--- config.mk ---
export PLATFORM = sky130hd
export DESIGN_NAME = uart_tx_sequencer
export DESIGN_NICKNAME = d
export VERILOG_FILES = /design/src/rtl/uart_tx_sequencer.sv
export SDC_FILE = /design/constraint.sdc
export NUM_CORES = 1
export LEC_CHECK = 0
export CORE_ASPECT_RATIO = 1.25
export CORE_MARGIN = 2
export CORE_UTILIZATION = 49
export CTS_CLUSTER_DIAMETER = 80
export DETAILED_ROUTE_END_ITERATION = 6
export GPL_TIMING_DRIVEN = 0
export PLACE_DENSITY = 0.84
export SLEW_MARGIN = 20
export SYNTH_ARGS = -nofsm -noshare
export SYNTH_HDL_FRONTEND = slang
export SYNTH_SLANG_ARGS = --single-unit
export TNS_END_PERCENT = 1
--- constraint.sdc ---
create_clock -name clk_i -period 4.87 [get_ports clk_i]
set_input_delay 1.2175 -clock clk_i [delete_from_list [all_inputs] [get_ports clk_i]]
set_output_delay 1.2175 -clock clk_i [all_outputs]
set_load 0.01 [all_outputs]
--- src/rtl/uart_tx_sequencer.sv ---
// uart_tx_sequencer
//   Wishbone master that feeds a uart_interface slave. After reset it programs
//   the baud divider and resets the UART transmitter once, then for each byte
//   of the latched 32-bit word it loads the TX buffer, kicks the transmitter,
//   polls the done flag and clears it.
//
// Ports
//   clk_i, rst_i           clock, synchronous active-high reset
//   start_i                transmit request, only sampled while idle
//   data_i, nbytes_i       payload and byte count minus one, latched on start
//   busy_o, done_o         busy from acceptance until DONE/ERR left; done pulse
//   error_o                sticky error, cleared by next accepted start
//   adr_o, dat_o, dat_i    Wishbone address / write data / read data
//   we_o, sel_o            Wishbone write enable / byte select
//   cyc_o, stb_o           Wishbone cycle / strobe
//   ack_i, err_i           Wishbone acknowledge / error
module uart_tx_sequencer #(
    parameter logic [31:0] BAUD_DIV    = 32'h4000_0000,
    parameter logic [31:0] CTRL_ADDR   = 32'h3,
    parameter logic [31:0] BAUD_ADDR   = 32'h4,
    parameter logic [31:0] STAT_ADDR   = 32'h5,
    parameter logic [31:0] TXBUF_ADDR  = 32'h7,
    parameter logic [7:0]  TX_RST_CMD  = 8'h68,
    parameter logic [7:0]  TX_GO_CMD   = 8'hE0,
    parameter int unsigned DONE_BIT    = 0,
    parameter int unsigned ACK_TIMEOUT = 16,
    parameter int unsigned POLL_GAP    = 8,
    parameter int unsigned POLL_LIMIT  = 4096,
    parameter bit          MSB_FIRST   = 1'b1
) (
    input  logic        clk_i,
    input  logic        rst_i,
    input  logic        start_i,
    input  logic [31:0] data_i,
    input  logic [1:0]  nbytes_i,
    output logic        busy_o,
    output logic        done_o,
    output logic        error_o,
    output logic [31:0] adr_o,
    output logic [31:0] dat_o,
    input  logic [31:0] dat_i,
    output logic        we_o,
    output logic [3:0]  sel_o,
    output logic        cyc_o,
    output logic        stb_o,
    input  logic        ack_i,
    input  logic        err_i
);

    localparam int unsigned TW = $clog2(ACK_TIMEOUT + 1);
    localparam int unsigned GW = $clog2(POLL_GAP + 1);
    localparam int unsigned PW = $clog2(POLL_LIMIT + 1);
    localparam logic [TW-1:0] TMO_LAST  = TW'(ACK_TIMEOUT - 1);
    localparam logic [GW-1:0] GAP_LOAD  = GW'(POLL_GAP - 1);
    localparam logic [PW-1:0] POLL_LAST = PW'(POLL_LIMIT - 1);

    typedef enum logic [3:0] {
        S_IDLE,
        S_CFG_BAUD,
        S_CFG_RST,
        S_LOAD,
        S_KICK,
        S_POLL,
        S_CLR,
        S_DONE,
        S_ERR
    } state_t;

    state_t        state_q;
    logic          cfg_done_q;
    logic [1:0]    idx_q;
    logic [1:0]    nb_q;
    logic [31:0]   data_q;
    logic [TW-1:0] tmo_q;
    logic [GW-1:0] gap_q;
    logic [PW-1:0] polls_q;
    logic          busy_q;
    logic          done_q;
    logic          error_q;
    logic          cyc_q;
    logic          we_q;
    logic [3:0]    sel_q;
    logic [31:0]   adr_q;
    logic [31:0]   dat_q;

    logic [1:0]    shift;
    logic [7:0]    cur_byte;
    logic [31:0]   req_adr;
    logic [31:0]   req_dat;
    logic          req_we;
    logic [3:0]    req_sel;
    logic          stat_done;
    logic          bus_fail;

    // Masking keeps every read-data bit in use while only DONE_BIT matters.
    assign stat_done = |(dat_i & (32'd1 << DONE_BIT));

    // Byte k of the word: counted down from nbytes when MSB first.
    always_comb begin
        shift = MSB_FIRST ? (nb_q - idx_q) : idx_q;
        case (shift)
            2'd0:    cur_byte = data_q[7:0];
            2'd1:    cur_byte = data_q[15:8];
            2'd2:    cur_byte = data_q[23:16];
            default: cur_byte = data_q[31:24];
        endcase
    end

    // Bus request presented by each bus-owning state.
    always_comb begin
        req_adr = STAT_ADDR;
        req_dat = '0;
        req_we  = 1'b1;
        req_sel = 4'b1111;
        case (state_q)
            S_CFG_BAUD: begin
                req_adr = BAUD_ADDR;
                req_dat = BAUD_DIV;
            end
            S_CFG_RST: begin
                req_adr = CTRL_ADDR;
                req_dat = {24'd0, TX_RST_CMD};
            end
            S_LOAD: begin
                req_adr = TXBUF_ADDR;
                req_dat = {24'd0, cur_byte};
                req_sel = 4'b0001;
            end
            S_KICK: begin
                req_adr = CTRL_ADDR;
                req_dat = {24'd0, TX_GO_CMD};
            end
            S_POLL:  req_we = 1'b0;
            default: ;
        endcase
    end

    // Any condition that ends the transfer in ERR: bus error (wins over ack),
    // ack timeout, or the last permitted status read without the done flag.
    always_comb begin
        bus_fail = 1'b0;
        if (cyc_q) begin
            if (err_i)
                bus_fail = 1'b1;
            else if (ack_i)
                bus_fail = (state_q == S_POLL) && !stat_done && (polls_q == POLL_LAST);
            else
                bus_fail = (tmo_q == TMO_LAST);
        end
    end

    always_ff @(posedge clk_i) begin
        if (rst_i) begin
            state_q    <= S_IDLE;
            cfg_done_q <= 1'b0;
            idx_q      <= '0;
            nb_q       <= '0;
            data_q     <= '0;
            tmo_q      <= '0;
            gap_q      <= '0;
            polls_q    <= '0;
            busy_q     <= 1'b0;
            done_q     <= 1'b0;
            error_q    <= 1'b0;
            cyc_q      <= 1'b0;
            we_q       <= 1'b0;
            sel_q      <= '0;
            adr_q      <= '0;
            dat_q      <= '0;
        end else begin
            done_q <= 1'b0;
            unique case (state_q)
                S_IDLE: begin
                    if (start_i) begin
                        data_q  <= data_i;
                        nb_q    <= nbytes_i;
                        idx_q   <= '0;
                        gap_q   <= '0;
                        error_q <= 1'b0;
                        busy_q  <= 1'b1;
                        state_q <= cfg_done_q ? S_LOAD : S_CFG_BAUD;
                    end
                end
                S_DONE, S_ERR: begin
                    busy_q  <= 1'b0;
                    state_q <= S_IDLE;
                end
                default: begin
                    // Bus states: issue when idle, hold until ack/err, drop the
                    // cycle on the response so at least one idle cycle follows.
                    if (bus_fail) begin
                        cyc_q      <= 1'b0;
                        error_q    <= 1'b1;
                        cfg_done_q <= 1'b0;
                        state_q    <= S_ERR;
                    end else if (cyc_q) begin
                        if (ack_i) begin
                            cyc_q <= 1'b0;
                            case (state_q)
                                S_CFG_BAUD: state_q <= S_CFG_RST;
                                S_CFG_RST: begin
                                    cfg_done_q <= 1'b1;
                                    state_q    <= S_LOAD;
                                end
                                S_LOAD: state_q <= S_KICK;
                                S_KICK: begin
                                    polls_q <= '0;
                                    state_q <= S_POLL;
                                end
                                S_POLL: begin
                                    if (stat_done) begin
                                        state_q <= S_CLR;
                                    end else begin
                                        polls_q <= polls_q + 1'b1;
                                        gap_q   <= GAP_LOAD;
                                    end
                                end
                                S_CLR: begin
                                    if (idx_q == nb_q) begin
                                        done_q  <= 1'b1;
                                        state_q <= S_DONE;
                                    end else begin
                                        idx_q   <= idx_q + 2'd1;
                                        state_q <= S_LOAD;
                                    end
                                end
                                default: ;
                            endcase
                        end else begin
                            tmo_q <= tmo_q + 1'b1;
                        end
                    end else if (gap_q != '0) begin
                        gap_q <= gap_q - 1'b1;
                    end else begin
                        cyc_q <= 1'b1;
                        adr_q <= req_adr;
                        dat_q <= req_dat;
                        we_q  <= req_we;
                        sel_q <= req_sel;
                        tmo_q <= '0;
                    end
                end
            endcase
        end
    end

    assign busy_o  = busy_q;
    assign done_o  = done_q;
    assign error_o = error_q;
    assign adr_o   = adr_q;
    assign dat_o   = dat_q;
    assign we_o    = we_q;
    assign sel_o   = sel_q;
    assign cyc_o   = cyc_q;
    assign stb_o   = cyc_q;

endmodule
==> run metrics, run 1 <==
status complete, no violations; n_diodes 0; async set-or-reset flop fraction in the synthesized netlist 0%; Static Leak 0.00216 uW; Least-Margin Pin Slew 0.743 ns; vias in the first global route 3416; I/O Pins 145; maximum clock insertion buffer count 2; Syn Area/Cell 8.33 um^2; DR vias 3703; gr usage total 21.7%; Area contributors post-synth dfxtp_1 40%, buf_4 10%, nand2_1 8.5%; top_reg_cell synth dfxtp_1; cell taking the most area after synthesis dfxtp_1; worst hold path class reg2reg; Layout Nets 696; Syn Inst Count 497; fin. max-slew vios 0; placer congestion estimate 0.895; Via-to-Cell Ratio 5.14; worst skew pair latency 0.36 ns; final hold vios 0; Buffers on Ports 60; CTS tree yes; most common cell after layout, fill and taps aside nand2_1; Clock transition at path regs 0.09 ns; Iter 0 DRT Violations 196; number of synthesized flops with an enable pin 0; grt ovf 0; hold path depth 2; Peak VDD IR 0.294 mV; Min Clock Period, post-route 3.36 ns; Yosys reg bits 82; DRT Pass-1 Iters 5; antenna viol nets, final 0; CTS H-tree lvls 3; Num CTS Buffers 9; full die area 0.00920 mm^2; fin cells 721; initial antenna violation count 0; relative slew slack 50.3%; yosys warns 0; clk_skew 0.0116 ns; routed wire length 10100 um; FMAX 298 MHz; row count 37; final setup margin 1.51 ns; pwr dens 456 mW/mm^2; Resized cells post-CTS 0; Netlist cell types 55; area delta synth->final 27.2%; number of max-cap violations 0; CP Capture Type flip-flop; top-area cell type share of the netlist area 39.7%; first-pass GRT wire length 15900 um; largest net degree at the start of global routing 16; CP Max Fanout 10; crit start category primary input; fraction of layout cells with a size suffix above 1 14.6%; Fin Hold WS 0.456 ns; Core ar. 0.00824 mm^2; DP HPWL 7760 um; Clock Sinks 82; Required @ worst endpoint 5.11 ns; unrepaired setup endpoints after global routing false; register area share after synthesis 39.7%; dpl cells 705; Starting Density 50.2%; Final TNS setup 0 ns; wire per inst 14.0 um; drc violations 0; Final period util 68.9%; Post-CTS Setup Inserts 0; R2R cell count 9; clk root buf clkbuf_8; cts hold-fix bufs 0; Setup-failing EPs final 0; fin util 63.9%; leading cell types in the layout, fill and taps excluded 94 x nand2_1, 82 x dfxtp_1, 60 x clkdlybuf4s50_1, 57 x a21oi_1, 55 x buf_4; die height 107 um; critical path class in2reg; chip width 86.2 um; Netlist Area Pre-Place 0.00414 mm^2; worst slack, placed 1.18 ns; Arr. time, crit path 3.59 ns
## path summary, 6_finish.rpt
path / from / end / slack [ns]
max reg2reg: tmo_q[0]$_SDFFE_PP0P_ / gap_q[2]$_SDFFE_PP0P_ / 2.14
max: ack_i / polls_q[10]$_SDFFE_PP0P_ / 1.51
min: data_q[13]$_SDFFE_PP0P_ / data_q[13]$_SDFFE_PP0P_ / 0.46
min reg2reg: data_q[13]$_SDFFE_PP0P_ / data_q[13]$_SDFFE_PP0P_ / 0.46
## synth_stat cells (5+ instances only)
| master | n |
|---|---|
| nor4_1 | 5 |
| o21ai_0 | 18 |
| nand4_1 | 5 |
| nand2_1 | 94 |
| and3_1 | 6 |
| ha_1 | 6 |
| xor2_1 | 8 |
| nand3_1 | 9 |
| nor3_1 | 9 |
| a21oi_1 | 57 |
| or3_1 | 5 |
| clkbuf_1 | 19 |
| inv_1 | 9 |
| a22o_1 | 6 |
| nor2_1 | 30 |
| dfxtp_1 | 82 |
| buf_4 | 55 |
| mux4_2 | 7 |
| nor2b_1 | 5 |
## state kept, by name, summed over array words and instances (netlist names)
signal and flops:
sel_o 2, cyc_o 1, data_q 32, polls_q 13, adr_o 3, gap_q 4, idx_q 2, cfg_done_q 1
busy_o 1, nb_q 2, error_o 1, dat_o 9, state_q 4, done_o 1, we_o 1, tmo_q 5
## worst max-delay path, stage by stage
cell and delay [ns]:
clkdlybuf4s50_1 0.57, nand2_1 0.13, a2111o_1 0.44, a211oi_2 0.48
clkbuf_1 0.37, nand3_1 0.15, xor2_1 0.18, nor2_1 0.05
## per-layer routing
| metal | share of wire (%) | track usage (%) | vias up |
|---|---|---|---|
| met5 | 0 | 0 | - |
| met4 | 1.5 | 6.47 | 0 |
| met3 | 4.6 | 4.31 | 14 |
| met2 | 54 | 40.4 | 110 |
| met1 | 40 | 24.7 | 1723 |
| li1 | - | - | 1856 |
## area by class of cell
cell class | count | area [um^2]
Inverter | 9 | 33.8
Buffer | 80 | 510
Fill cell | 743 | 2970
Tap cell | 97 | 121
Timing Repair Buffer | 60 | 601
Sequential cell | 82 | 1640
Clock buffer | 9 | 124
Multi-Input combinational cell | 377 | 2160
Clock inverter | 7 | 76.3
## report_power, final
| part | internal [uW] | switching (uW) |
|---|---|---|
| clock | 241 | 262 |
| sequential | 786 | 86.1 |
| combinational | 421 | 607 |
| total | 1450 | 955 |
## cell families (layout without fill, tap and decap cells)
logic type,after synthesis,in the layout,share of synthesized area (%)
and+or+nand+nor,186,186,21.1
AOI/OAI and AO/OA,110,110,16.4
buffers and inverters,89,165,13.1
DFF,82,82,39.7
muxes,12,12,5.44
xor gates and xnor gates,11,11,2.33
adders and majority gates,6,6,1.81
other,1,52,0.0906
## through the flow
step	total power (uW)	cell area, um^2
3_5_place_dp	1900	5060
2_1_floorplan	1570	4330
4_1_cts	2400	5260
5_1_grt	2550	5270
6_report	2400	5270
3_3_place_gp	1870	5050
Note: power is estimated with default switching activity, not from simulation.
==> inputs of run 2 (changes only) <==
--- a/config.mk
+++ b/config.mk
@@ -7,11 +7,11 @@
 export LEC_CHECK = 0
 export CORE_ASPECT_RATIO = 1.25
 export CORE_MARGIN = 2
-export CORE_UTILIZATION = 49
+export CORE_UTILIZATION = 41
 export CTS_CLUSTER_DIAMETER = 80
 export DETAILED_ROUTE_END_ITERATION = 6
 export GPL_TIMING_DRIVEN = 0
-export PLACE_DENSITY = 0.84
+export PLACE_DENSITY = 0.75
 export SLEW_MARGIN = 20
 export SYNTH_ARGS = -nofsm -noshare
 export SYNTH_HDL_FRONTEND = slang
==> constraint.sdc (replaced) <==
create_clock -name clk_i -period 2.8 [get_ports clk_i]
set_input_delay 0.7 -clock clk_i [delete_from_list [all_inputs] [get_ports clk_i]]
set_output_delay 0.7 -clock clk_i [all_outputs]
set_load 0.01 [all_outputs]
==> run 2 against run 1 <==
  * Die area increased by 19%
  * First-iteration DRC count increased by 37%
  * Non-clock buffer count unchanged
  * Count of clock-buffer cells in the layout increased by 1
  * Worst hold slack got worse by 0.0018 ns
  * Critical path depth decreased by 1
  * Sequential power increased by 74%
  * Register-to-register slack got worse by 2.0 ns
  * Final area increased by 3.6%
  * Final cell count increased by 4.4%
  * Critical endpoint is now state_q[2]$_SDFFE_PP0P_
  * Largest cell class unchanged
  * Largest power group unchanged
==> run metrics, run 2 (same netlist as run 1, synthesis figures left out) <==
Core ar. 0.00995 mm^2; area delta synth->final 31.8%; clk_skew 0.00436 ns; largest net degree at the start of global routing 15; first-pass GRT wire length 16100 um; initial antenna violation count 0; placer congestion estimate 0.928; WL met2 5230 um; worst hold path class reg2reg; n_diodes 0; FMAX 377 MHz; Static Leak 0.00223 uW; CP Max Fanout 5; dpl cells 737; Min Clock Period, post-route 2.65 ns; unrepaired setup endpoints after global routing false; Required @ worst endpoint 3.06 ns; final hold vios 0; DR vias 3737; routed wire length 10000 um; max reg flops 32; sw frac 36.1%; antenna viol nets, final 0; Final TNS setup 0 ns; number of max-cap violations 0; Peak VDD IR 0.446 mV; CP max stage delay 0.57 ns; most common cell after layout, fill and taps aside nand2_1; Buffers on Ports 60; Final period util 94.8%; fillers 911; Iter 0 DRT Violations 269; Sequential Power Share 32.7%; drc violations 0; die height 116 um; chip width 93.9 um; CP Capture Type flip-flop; relative slew slack 23.6%; Clock Sinks 82; Int Pwr 2970 uW; CTS tree yes; Most flops, register data_q; Slowest-stage cell, CP or4_4; leading cell types in the layout, fill and taps excluded 94 x nand2_1, 82 x dfxtp_1, 59 x clkdlybuf4s50_1, 57 x a21oi_1, 55 x buf_4; Setup-failing EPs final 0; Gate power share 38.3%; fraction of layout cells with a size suffix above 1 14.4%; Max Used Layer met4; Starting Density 41.6%; Least-Margin Pin Slew 1.14 ns; I/O Pins 145; DP HPWL 7530 um; fin. max-slew vios 0; cts hold-fix bufs 0; Clock transition at path regs 0.06 ns; row count 41; worst-path cell chain clkdlybuf4s50_1, nand3b_1, or4_4, o21ai_4, o21ai_2, or4_1, a21oi_1; fin cells 753; worst skew pair latency 0.34 ns; maximum clock insertion buffer count 2; wire per inst 13.3 um; Layout Nets 696; vias in the first global route 3545; CTS H-tree lvls 3; crit start category primary input; DRT Pass-1 Iters 5; grt ovf 0; pwr dens 852 mW/mm^2; met3 wire length 515 um; critical path class in2reg; met1 WL 4090 um; gr usage total 18.5%; clk root buf clkbuf_16; full die area 0.0109 mm^2; NetSw 1680 uW; status complete, no violations; Via-to-Cell Ratio 4.96; Arr. time, crit path 2.92 ns; Clock power frac 29.0%; Num CTS Buffers 9
[run 2: power groups by stage]
stage / Combinational, uW / Clock (uW) / Sequential [uW]
floorplan: 1210 / 0 / 1530
global placement: 1720 / 0 / 1530
detailed placement: 1750 / 0 / 1540
CTS: 1770 / 1360 / 1520
global route: 1970 / 1400 / 1540
finish: 1780 / 1350 / 1520
[run 2: worst max-delay path: cells and delay by family]
kind | cells | cell delay, ns
AOI/OAI and AO/OA | 3 | 0.47
buffers and inverters | 1 | 0.47
and+or+nand+nor | 3 | 1.28
[run 2: final cells by class]
cell class / count / area [um^2] / share of cell area, %
multi-input cells: 377 / 2160 / 39.6
plain buffers: 80 / 512 / 9.38
clock inverters: 6 / 114 / 2.09
flip-flops and latches: 82 / 1640 / 30.1
well taps: 129 / 161 / 2.96
inverters: 9 / 33.8 / 0.619
repair buffers: 60 / 603 / 11.1
clock buffers: 10 / 229 / 4.20
[run 2: routing by layer]
| metal | vias up | GRT usage [%] |
|---|---|---|
| li1 | 1859 | - |
| met1 | 1715 | 20.5 |
| met2 | 140 | 35.0 |
| met3 | 23 | 2.84 |
| met4 | 0 | 7.54 |
| met5 | - | 0 |
[run 2: worst paths after layout]
kind	start	endpoint	slack, ns	cells past startpoint
min	data_q[13]$_SDFFE_PP0P_	data_q[13]$_SDFFE_PP0P_	0.45	2
min reg2reg	data_q[13]$_SDFFE_PP0P_	data_q[13]$_SDFFE_PP0P_	0.45	2
max reg2reg	state_q[0]$_SDFFE_PP0P_	data_q[9]$_SDFFE_PP0P_	0.18	6
max	dat_i[0]	state_q[2]$_SDFFE_PP0P_	0.15	7
[run 2: through the flow]
| stage | setup slack [ns] | hold slack, ns | util [%] | instance area [um^2] | total power [uW] |
|---|---|---|---|---|---|
| after floorplan | 0.441 | 0.432 | - | 4330 | 2730 |
| after global placement | -0.325 | 0.440 | 51.2 | 5090 | 3250 |
| after detailed placement | -0.324 | 0.445 | 51.2 | 5100 | 3290 |
| after CTS | 0.0151 | 0.453 | 54.7 | 5440 | 4640 |
| after global routing | 0.0325 | 0.466 | 54.8 | 5450 | 4910 |
| final | 0.145 | 0.454 | 54.8 | 5450 | 4650 |
[run 2: repair_timing]
action | in CTS | in global routing
resized for setup | 0 | 5
endpoints found under the setup margin | 0 | 12
setup buffers | 0 | 0
==> inputs of run 3 (changes only) <==
--- a/config.mk
+++ b/config.mk
@@ -9,6 +9,7 @@
 export CORE_MARGIN = 2
 export CORE_UTILIZATION = 41
 export CTS_CLUSTER_DIAMETER = 80
+export CTS_CLUSTER_SIZE = 30
 export DETAILED_ROUTE_END_ITERATION = 6
 export GPL_TIMING_DRIVEN = 0
 export PLACE_DENSITY = 0.75
==> results of run 3 <==
Final layout, timing and power as in run 2 (identical DEF).
